<file path="config.mk">
export PLATFORM = sky130hd
export DESIGN_NAME = gshare_update
export DESIGN_NICKNAME = d
export VERILOG_FILES = /design/src/rtl/gshare_update.sv
export SDC_FILE = /design/constraint.sdc
export NUM_CORES = 1
export LEC_CHECK = 0
export CELL_PAD_IN_SITES_DETAIL_PLACEMENT = 1
export CELL_PAD_IN_SITES_GLOBAL_PLACEMENT = 1
export CORE_MARGIN = 2
export CORE_UTILIZATION = 45
export DETAILED_ROUTE_END_ITERATION = 8
export PLACE_DENSITY_LB_ADDON = 0.08
export SLEW_MARGIN = 15
export SYNTH_ARGS = -nofsm -noshare
export SYNTH_HDL_FRONTEND = slang
export SYNTH_SLANG_ARGS = --single-unit
</file>
<file path="constraint.sdc">
create_clock -name clk -period 3.45 [get_ports clk]
set_clock_uncertainty 0.1 [all_clocks]
set_input_delay 0.69 -clock clk [delete_from_list [all_inputs] [get_ports clk]]
set_output_delay 0.69 -clock clk [all_outputs]
set_load 0.05 [all_outputs]
</file>
<file path="src/rtl/gshare_update.sv">
// Training half of a 16-entry gshare predictor: owns the 2-bit PHT, a shadow
// global history and a FIFO of in-flight prediction indices awaiting resolution.
module gshare_update #(
    parameter int DEPTH = 4,
    parameter int CNTW  = 8
) (
    input  logic            clk,
    input  logic            rst,
    input  logic            brnch,
    input  logic [3:0]      adrs,
    input  logic            res_vld,
    input  logic            res_taken,
    input  logic            clr,
    output logic [15:0]     sram,
    output logic            shft,
    output logic            shin,
    output logic            mispred,
    output logic [CNTW-1:0] mispred_cnt,
    output logic            full,
    output logic            empty,
    output logic            ovf,
    output logic            udf
);

    localparam int PW = $clog2(DEPTH);

    logic [1:0]    pht_reg [16];
    logic [3:0]    ghr_reg;
    logic [4:0]    q_mem [DEPTH];
    logic [PW-1:0] wr_ptr_reg;
    logic [PW-1:0] rd_ptr_reg;
    logic [PW:0]   count_reg;
    logic          mispred_reg;
    logic [CNTW-1:0] mispred_cnt_reg;
    logic          ovf_reg;
    logic          udf_reg;

    logic [3:0] idx;
    logic       pbit;
    logic       push;
    logic       pop;
    logic [3:0] hidx;
    logic       hp;
    logic       miss;

    assign empty = (count_reg == '0);
    assign full  = (count_reg == (PW+1)'(DEPTH));

    // Lookup uses pre-edge history and counters; a same-cycle pop lands at the edge.
    assign idx  = adrs ^ ghr_reg;
    assign pbit = pht_reg[idx][1];

    // A pop frees a slot in the same cycle, so a push into a full queue still fits.
    assign pop  = res_vld & ~empty;
    assign push = brnch & (~full | pop);

    assign hidx = q_mem[rd_ptr_reg][4:1];
    assign hp   = q_mem[rd_ptr_reg][0];
    assign miss = pop & (hp != res_taken);

    assign shft = pop;
    assign shin = res_taken;

    assign mispred     = mispred_reg;
    assign mispred_cnt = mispred_cnt_reg;
    assign ovf         = ovf_reg;
    assign udf         = udf_reg;

    generate
        for (genvar gi = 0; gi < 16; gi++) begin : g_pht
            always_ff @(posedge clk or posedge rst) begin
                if (rst) begin
                    pht_reg[gi] <= 2'b01;
                end else if (pop && hidx == 4'(gi)) begin
                    if (res_taken) begin
                        if (pht_reg[gi] != 2'b11) pht_reg[gi] <= pht_reg[gi] + 2'b01;
                    end else begin
                        if (pht_reg[gi] != 2'b00) pht_reg[gi] <= pht_reg[gi] - 2'b01;
                    end
                end
            end
            assign sram[gi] = pht_reg[gi][1];
        end
    endgenerate

    // Queue storage carries no reset; occupancy alone decides what is valid.
    always_ff @(posedge clk) begin
        if (push) q_mem[wr_ptr_reg] <= {idx, pbit};
    end

    always_ff @(posedge clk or posedge rst) begin
        if (rst) begin
            ghr_reg    <= '0;
            wr_ptr_reg <= '0;
            rd_ptr_reg <= '0;
            count_reg  <= '0;
        end else begin
            if (pop)  ghr_reg    <= {ghr_reg[2:0], res_taken};
            if (push) wr_ptr_reg <= wr_ptr_reg + 1'b1;
            if (pop)  rd_ptr_reg <= rd_ptr_reg + 1'b1;
            if (push && !pop)      count_reg <= count_reg + 1'b1;
            else if (pop && !push) count_reg <= count_reg - 1'b1;
        end
    end

    always_ff @(posedge clk or posedge rst) begin
        if (rst) begin
            mispred_reg     <= 1'b0;
            mispred_cnt_reg <= '0;
            ovf_reg         <= 1'b0;
            udf_reg         <= 1'b0;
        end else begin
            mispred_reg <= miss;
            if (clr)                             mispred_cnt_reg <= '0;
            else if (miss && mispred_cnt_reg != '1) mispred_cnt_reg <= mispred_cnt_reg + 1'b1;
            if (clr)                             ovf_reg <= 1'b0;
            else if (brnch && full && !pop)      ovf_reg <= 1'b1;
            if (clr)                             udf_reg <= 1'b0;
            else if (res_vld && empty)           udf_reg <= 1'b1;
        end
    end

endmodule

</file>
==> metrics.txt, run 1 <==
Post-Synth XOR/XNOR Area=0.0242; final worst path period share=0.791; P_int=2.15 mW; crit-path max cell delay=0.85 ns; DRT Pass-1 Iters=4; Startpoint Class=register; Max Cap Violations=0; Setup Buffers After CTS=0; max reg flops=20; syn avg cell area=between 10 and 15 µm²; first-pass GRT wire length=16,200 µm; Area Overhead vs Synth=15.5%; total die area=a little under 10,000 µm²; row count=34; GR Util All Layers=0.216; Fillers=919; Routed Antenna Nets=0; clock latency on the worst-skew pair=0.36 ns; Antenna Cells=0; Mapped Nets=377; CTS buffer count=9; core area=between 8000 and 9000 µm²; clock root buffer=clkbuf_8; mux contribution to synthesized area=0.0667; r2r setup slk=around 0.87 ns; nets@finish=399; Initial Utilization=0.460; Synth Instances=360; CTS tree=done; YS warnings=0; outcome=finished clean; crit path DAT=roughly 1.9 ns; main combinational cell family by area after synthesis=compound AO/OA/AOI/OAI gates; ys flop type=dfrtp_1; Detailed Route Iter0 Violations=about 130; power per cell area=790 nW/µm²; Synth Cell Area=approximately 4000 µm²; hold-fix buffers at CTS=0; Compound-Gate Fraction of Synth Area=0.173; total routed wirelength=slightly below 10,000 µm; utilization after layout=0.532; Setup Crit Path Kind=reg -> out; H-tree Lvls=3; clock share of power=0.213; crit-path max FO=5; adder-cell share of the synthesized area=0.0239; I/O Buffers=40; Worst-path clk slew=roughly 0.080 ns; Final Setup Violations=0; Worst setup EP type=output pin; vias=2,944; Die Span X=between 90 and 100 µm; layout cell share with drive strength beyond 1=0.165; met2 WL=approximately 4600 µm; Worst-Margin Slew=1.03 ns; DR WL met3=around 340 µm; Die Ht=98.0 µm; sequential share of power=0.383; routability cong.=0.772; Yosys reg bits=74; CP cell instances=nor3_1 > clkdlybuf4s50_1; fin crit period=between 2 and 3 ns; # clock sinks=74; Leakage=about 1.8 nW; post_cts resized=0; Routed WL per cell=19.5 µm; EDFF count, synth=20; antenna violations before repair=0; simple-gate share of the synthesized area=0.140; WP data required=2.66 ns; pins over their slew limit=0; M1 wire length=around 4600 µm; Fin. Hold Viols=0; Max Clock Freq=between 0.3 and 0.4 GHz; DR top layer=met4; switching share of power=0.408; Worst VDD drop=~0.38 mV; vias in the first global route=3,021; Clock Tree Buf Depth=2; ys async rst share=0.730; total grt overflow=0; Yosys cell types=47; Critical Path Slowest Stage Cell=clkdlybuf4s50_1; Setup TNS=0 ns; vias per std cell=between 5 and 6; Rel. slew slack=0.304; drt drc=0; Hold Path Class=reg -> reg; sequential fraction of the synthesis area=0.496; combinational power share=0.404; largest net degree at the start of global routing=38; RSZ-0062 raised after global routing=false; Ports=between 40 and 50; Psw=around 1.5 mW; post-DP HPWL=~7000 µm
[area by class of cell]
class                   instances  area (µm²)  area share
multi-input cells             230        1700       0.370
repair buffers                 50         495       0.108
flip-flops and latches         74        1970       0.429
inverters                      17        63.8      0.0139
clock inverters                 7         103      0.0223
well taps                     108         135      0.0294
clock buffers                   9         124      0.0270
[logic make-up (layout without fill, tap and decap cells)]
family,Yosys count,in the layout
AOI/OAI and AO/OA,96,96
xor gates and xnor gates,11,11
adders and majority gates,7,7
buffers and inverters,56,83
DFF,74,74
muxes,15,15
and+or+nand+nor,101,101
[worst paths after layout]
kind | start | end | depth (start not counted)
min in group asynchronous | rst | sram[8] | 2
worst min-delay path | udf | udf | 2
worst max register to register | count_reg[1] | count_reg[2] | 8
max in group asynchronous | rst | pht_reg[4] | 3
worst min register to register | udf | udf | 2
worst max-delay path | count_reg[1] | empty | 2
[per-stage QoR]
| stage | area, µm² | setup slack (ns) | std cells | hold slack (ns) | total power, mW |
|---|---|---|---|---|---|
| floorplan | 3980 | 0.187 | 360 | 0.366 | 2.46 |
| global placement | 4370 | 0.456 | 479 | 0.386 | 2.80 |
| detailed placement | 4370 | 0.340 | 479 | 0.399 | 2.89 |
| CTS | 4590 | 0.672 | 495 | 0.421 | 3.66 |
| global route | 4590 | 0.565 | 495 | 0.449 | 3.86 |
| finish | 4590 | 0.720 | 495 | 0.412 | 3.63 |
[worst max-delay path, delay by kind of cell (launching register included)]
family	cells	cell delay, ns
AND/OR/NAND/NOR	1	0.28
flip-flops	1	0.46
buffers and inverters	1	0.85
[layer usage]
layer  vias to the layer above  GRT usage
li1                       1375          -
met1                      1506      0.313
met2                        52      0.330
met3                        11     0.0344
met4                         0     0.0780
met5                         -          0
[power groups by stage]
stage | combinational [mW] | clock [mW] | sequential [mW]
2_1_floorplan | 1.08 | 0 | 1.38
3_3_place_gp | 1.41 | 0 | 1.39
3_5_place_dp | 1.48 | 0 | 1.41
4_1_cts | 1.48 | 0.789 | 1.39
5_1_grt | 1.61 | 0.827 | 1.43
6_report | 1.46 | 0.774 | 1.39
[placed cells by master (no fill, tap or decap), types with 8 or more instances in the layout]
cell type,Yosys,routed
nand2_1,24,24
a31oi_1,22,22
dfrtp_1,38,38
clkbuf_8,0,9
dfstp_2,16,16
a21oi_1,19,19
buf_4,17,10
nand3_1,17,17
a21o_1,8,8
o31ai_1,20,20
o221a_1,8,8
nand4_1,10,10
clkdlybuf4s50_1,0,38
inv_1,17,16
nor2_1,14,14
mux4_2,9,9
edfxtp_1,20,20
[Yosys cell counts (3+ instances only)]
library cell,instances,area share
mux4_2,9,0.051
or4_1,4,0.0076
a31o_2,4,0.0088
a21o_1,8,0.015
xnor2_1,7,0.015
xor2_1,4,0.0088
nand2b_1,4,0.0063
mux2i_1,4,0.010
nor2_1,14,0.013
a31oi_1,22,0.035
nor2b_1,4,0.0063
o2111a_1,3,0.0085
o21ai_0,5,0.0063
inv_1,17,0.016
a21oi_1,19,0.024
nand2_1,24,0.023
dfrtp_1,38,0.24
buf_4,17,0.032
or3_1,3,0.0047
dfstp_2,16,0.11
o221a_1,8,0.023
clkbuf_1,12,0.011
edfxtp_1,20,0.15
and2_1,5,0.0079
buf_6,3,0.0085
or2_1,3,0.0047
o2111ai_1,5,0.011
nand4_1,10,0.016
buf_2,6,0.0076
nand3_1,17,0.021
o31ai_1,20,0.038
ha_1,6,0.019
No activity file was read; power rests on OpenSTA's default activity.
==> run 2, diff against run 1 <==
Clock period 3.45 ns to 2.8 ns, I/O delays scaled along.
==> run 2 against run 1 <==
Count of clock-buffer cells in the layout unchanged. Design area increased by 1.0%. Routed wire length increased by 5.2%. Worst hold slack got worse by 0.0069 ns. Sequential power increased by 24%. Register-to-register slack got worse by 0.53 ns. Combinational power increased by 29%. Worst setup slack got worse by 0.54 ns. Global-route usage increased by 0.84 points. Utilization increased by 0.55 points. Sequential cell count unchanged. Critical path type unchanged. First-iteration DRC count increased by 2.4%.
==> metrics.txt, run 2 (same netlist as run 1, synthesis figures left out) <==
largest net degree at the start of global routing=39 (+2.6%); Leakage=1.82 nW (+1.9%); Worst-path clk slew=0.09 ns (about the same); # clock sinks=74 (unchanged); Setup Crit Path Kind=reg -> out; antenna violations before repair=0 (unchanged); Die Span X=98.0 µm (unchanged); routability cong.=0.729 (-5.6%); I/O Buffers=40 (unchanged); Ports=41 (unchanged); GR Util All Layers=0.224 (+0.00843); DRT Pass-1 Iters=5 (+1); total die area=9600 µm² (unchanged); total grt overflow=0 (unchanged); Worst-Margin Slew=0.765 ns (-0.268 ns); global routing usage on met2=0.364 (+0.0337); vias=3,001 (+1.9%); post-DP HPWL=7040 µm (+2.2%); post_cts resized=0 (unchanged); nets@finish=405 (+1.5%); drt drc=0 (unchanged); RSZ-0062 raised after global routing=false; clock latency on the worst-skew pair=0.37 ns (about the same); Startpoint Class=register; busiest layer in global routing=met2; post-route insts no fill=501 (+1.2%); max reg flops=20 (unchanged); layout cell share with drive strength beyond 1=0.181 (+0.0153); Routed WL per cell=20.3 µm (+4.0%); core area=8640 µm² (unchanged); met1 usage=0.304 (-0.00895); outcome=finished clean; total routed wirelength=10,200 µm (+5.2%); pins over their slew limit=0 (unchanged); Max Clock Freq=~0.38 GHz; Worst VDD drop=0.400 mV (+4.7%); Routed Antenna Nets=0 (unchanged); met3 GRT Util=0.0344 (unchanged); final worst path period share=0.935; dpl cell area=4430 µm² (+1.4%); Final Setup Violations=0 (unchanged); hold_ws=0.405 ns (-0.00689 ns); first-pass GRT wire length=16,800 µm (+3.9%); Worst setup EP type=output pin; clock root buffer=clkbuf_8; hold-fix buffers at CTS=0 (unchanged); most frequent cells in the layout=dfrtp_1, clkdlybuf4s50_1, nand2_1; Clock Tree Buf Depth=2 (unchanged); dpl cells=485 (+1.3%); Area Overhead vs Synth=16.7%; Detailed Route Iter0 Violations=130 (+2.4%); fin crit period=about 2.6 ns; Die Ht=98.0 µm (unchanged); Rel. slew slack=0.490 (+0.185); vias in the first global route=3,135 (+3.8%); power per cell area=970 nW/µm² (+23%); final non-filler cell area=4640 µm² (+1.0%); Initial Utilization=0.460 (unchanged); vias per std cell=5.99 (+0.72%); H-tree Lvls=3 (unchanged); Hold Path Class=reg -> reg; CTS buffer count=9 (unchanged); CTS tree=done; crit-path max FO=5 (unchanged); row count=34 (unchanged); WP data required=2.14 ns (-0.52 ns); crit path DAT=1.96 ns (+0.02 ns); Antenna Cells=0 (unchanged); Setup Buffers After CTS=0 (unchanged); Fin. Hold Viols=0 (unchanged); utilization after layout=0.537 (+0.00551); Max Cap Violations=0 (unchanged); Pwr Total=4.50 mW (+24%)
[run 2: cell type report]
cell class | instances | area [µm²]
Multi-Input combinational cell | 230 | 1700
Timing Repair Buffer | 56 | 553
Clock inverter | 7 | 87.6
Inverter | 17 | 63.8
Clock buffer | 9 | 124
Sequential cell | 74 | 1970
Tap cell | 108 | 135
Fill cell | 949 | 4000
[run 2: through the flow]
stage | setup TNS, ns | setup WS [ns]
6_report | 0 | 0.181
5_1_grt | 0 | 0.0709
4_1_cts | 0 | 0.146
3_5_place_dp | -0.0866 | -0.0217
3_3_place_gp | 0 | 0.0709
2_1_floorplan | 0 | 0.0663
[run 2: worst max-delay path, stage by stage, from the launching register on]
cell	delay, ns
dfrtp_1	0.46
nor3_1	0.27
clkdlybuf4s50_1	0.86
[run 2: where the power goes]
part | leakage [nW] | internal [mW] | switching (mW)
logic | 0.883 | 0.703 | 1.18
clock network | 0.107 | 0.430 | 0.468
registers | 0.832 | 1.47 | 0.248
total | 1.82 | 2.61 | 1.89
[run 2: worst paths after layout]
check                               from     endpoint  slack, ns  cells after the start
setup / recovery            count_reg[0]        empty       0.18                      2
hold / removal                       ovf          ovf       0.40                      2
setup reg to reg           rd_ptr_reg[0]  pht_reg[22]       0.34                      4
hold reg to reg                      ovf          ovf       0.40                      2
max in group asynchronous            rst   ghr_reg[2]       1.40                      3
min in group asynchronous            rst     sram[12]       0.52                      2
[run 2: layer usage]
| layer | vias to the layer above | wire length [µm] |
|---|---|---|
| met5 | - | 0 |
| met2 | 49 | 4920 |
| met1 | 1532 | 4730 |
| met3 | 19 | 282 |
| met4 | 0 | 240 |
| li1 | 1401 | - |
==> run 3, diff against run 2 <==
Settings changed: SKIP_CTS_REPAIR_TIMING from default to 1.
==> results of run 3 <==
Same layout as run 2: the final DEF is identical, and so are final timing and power.
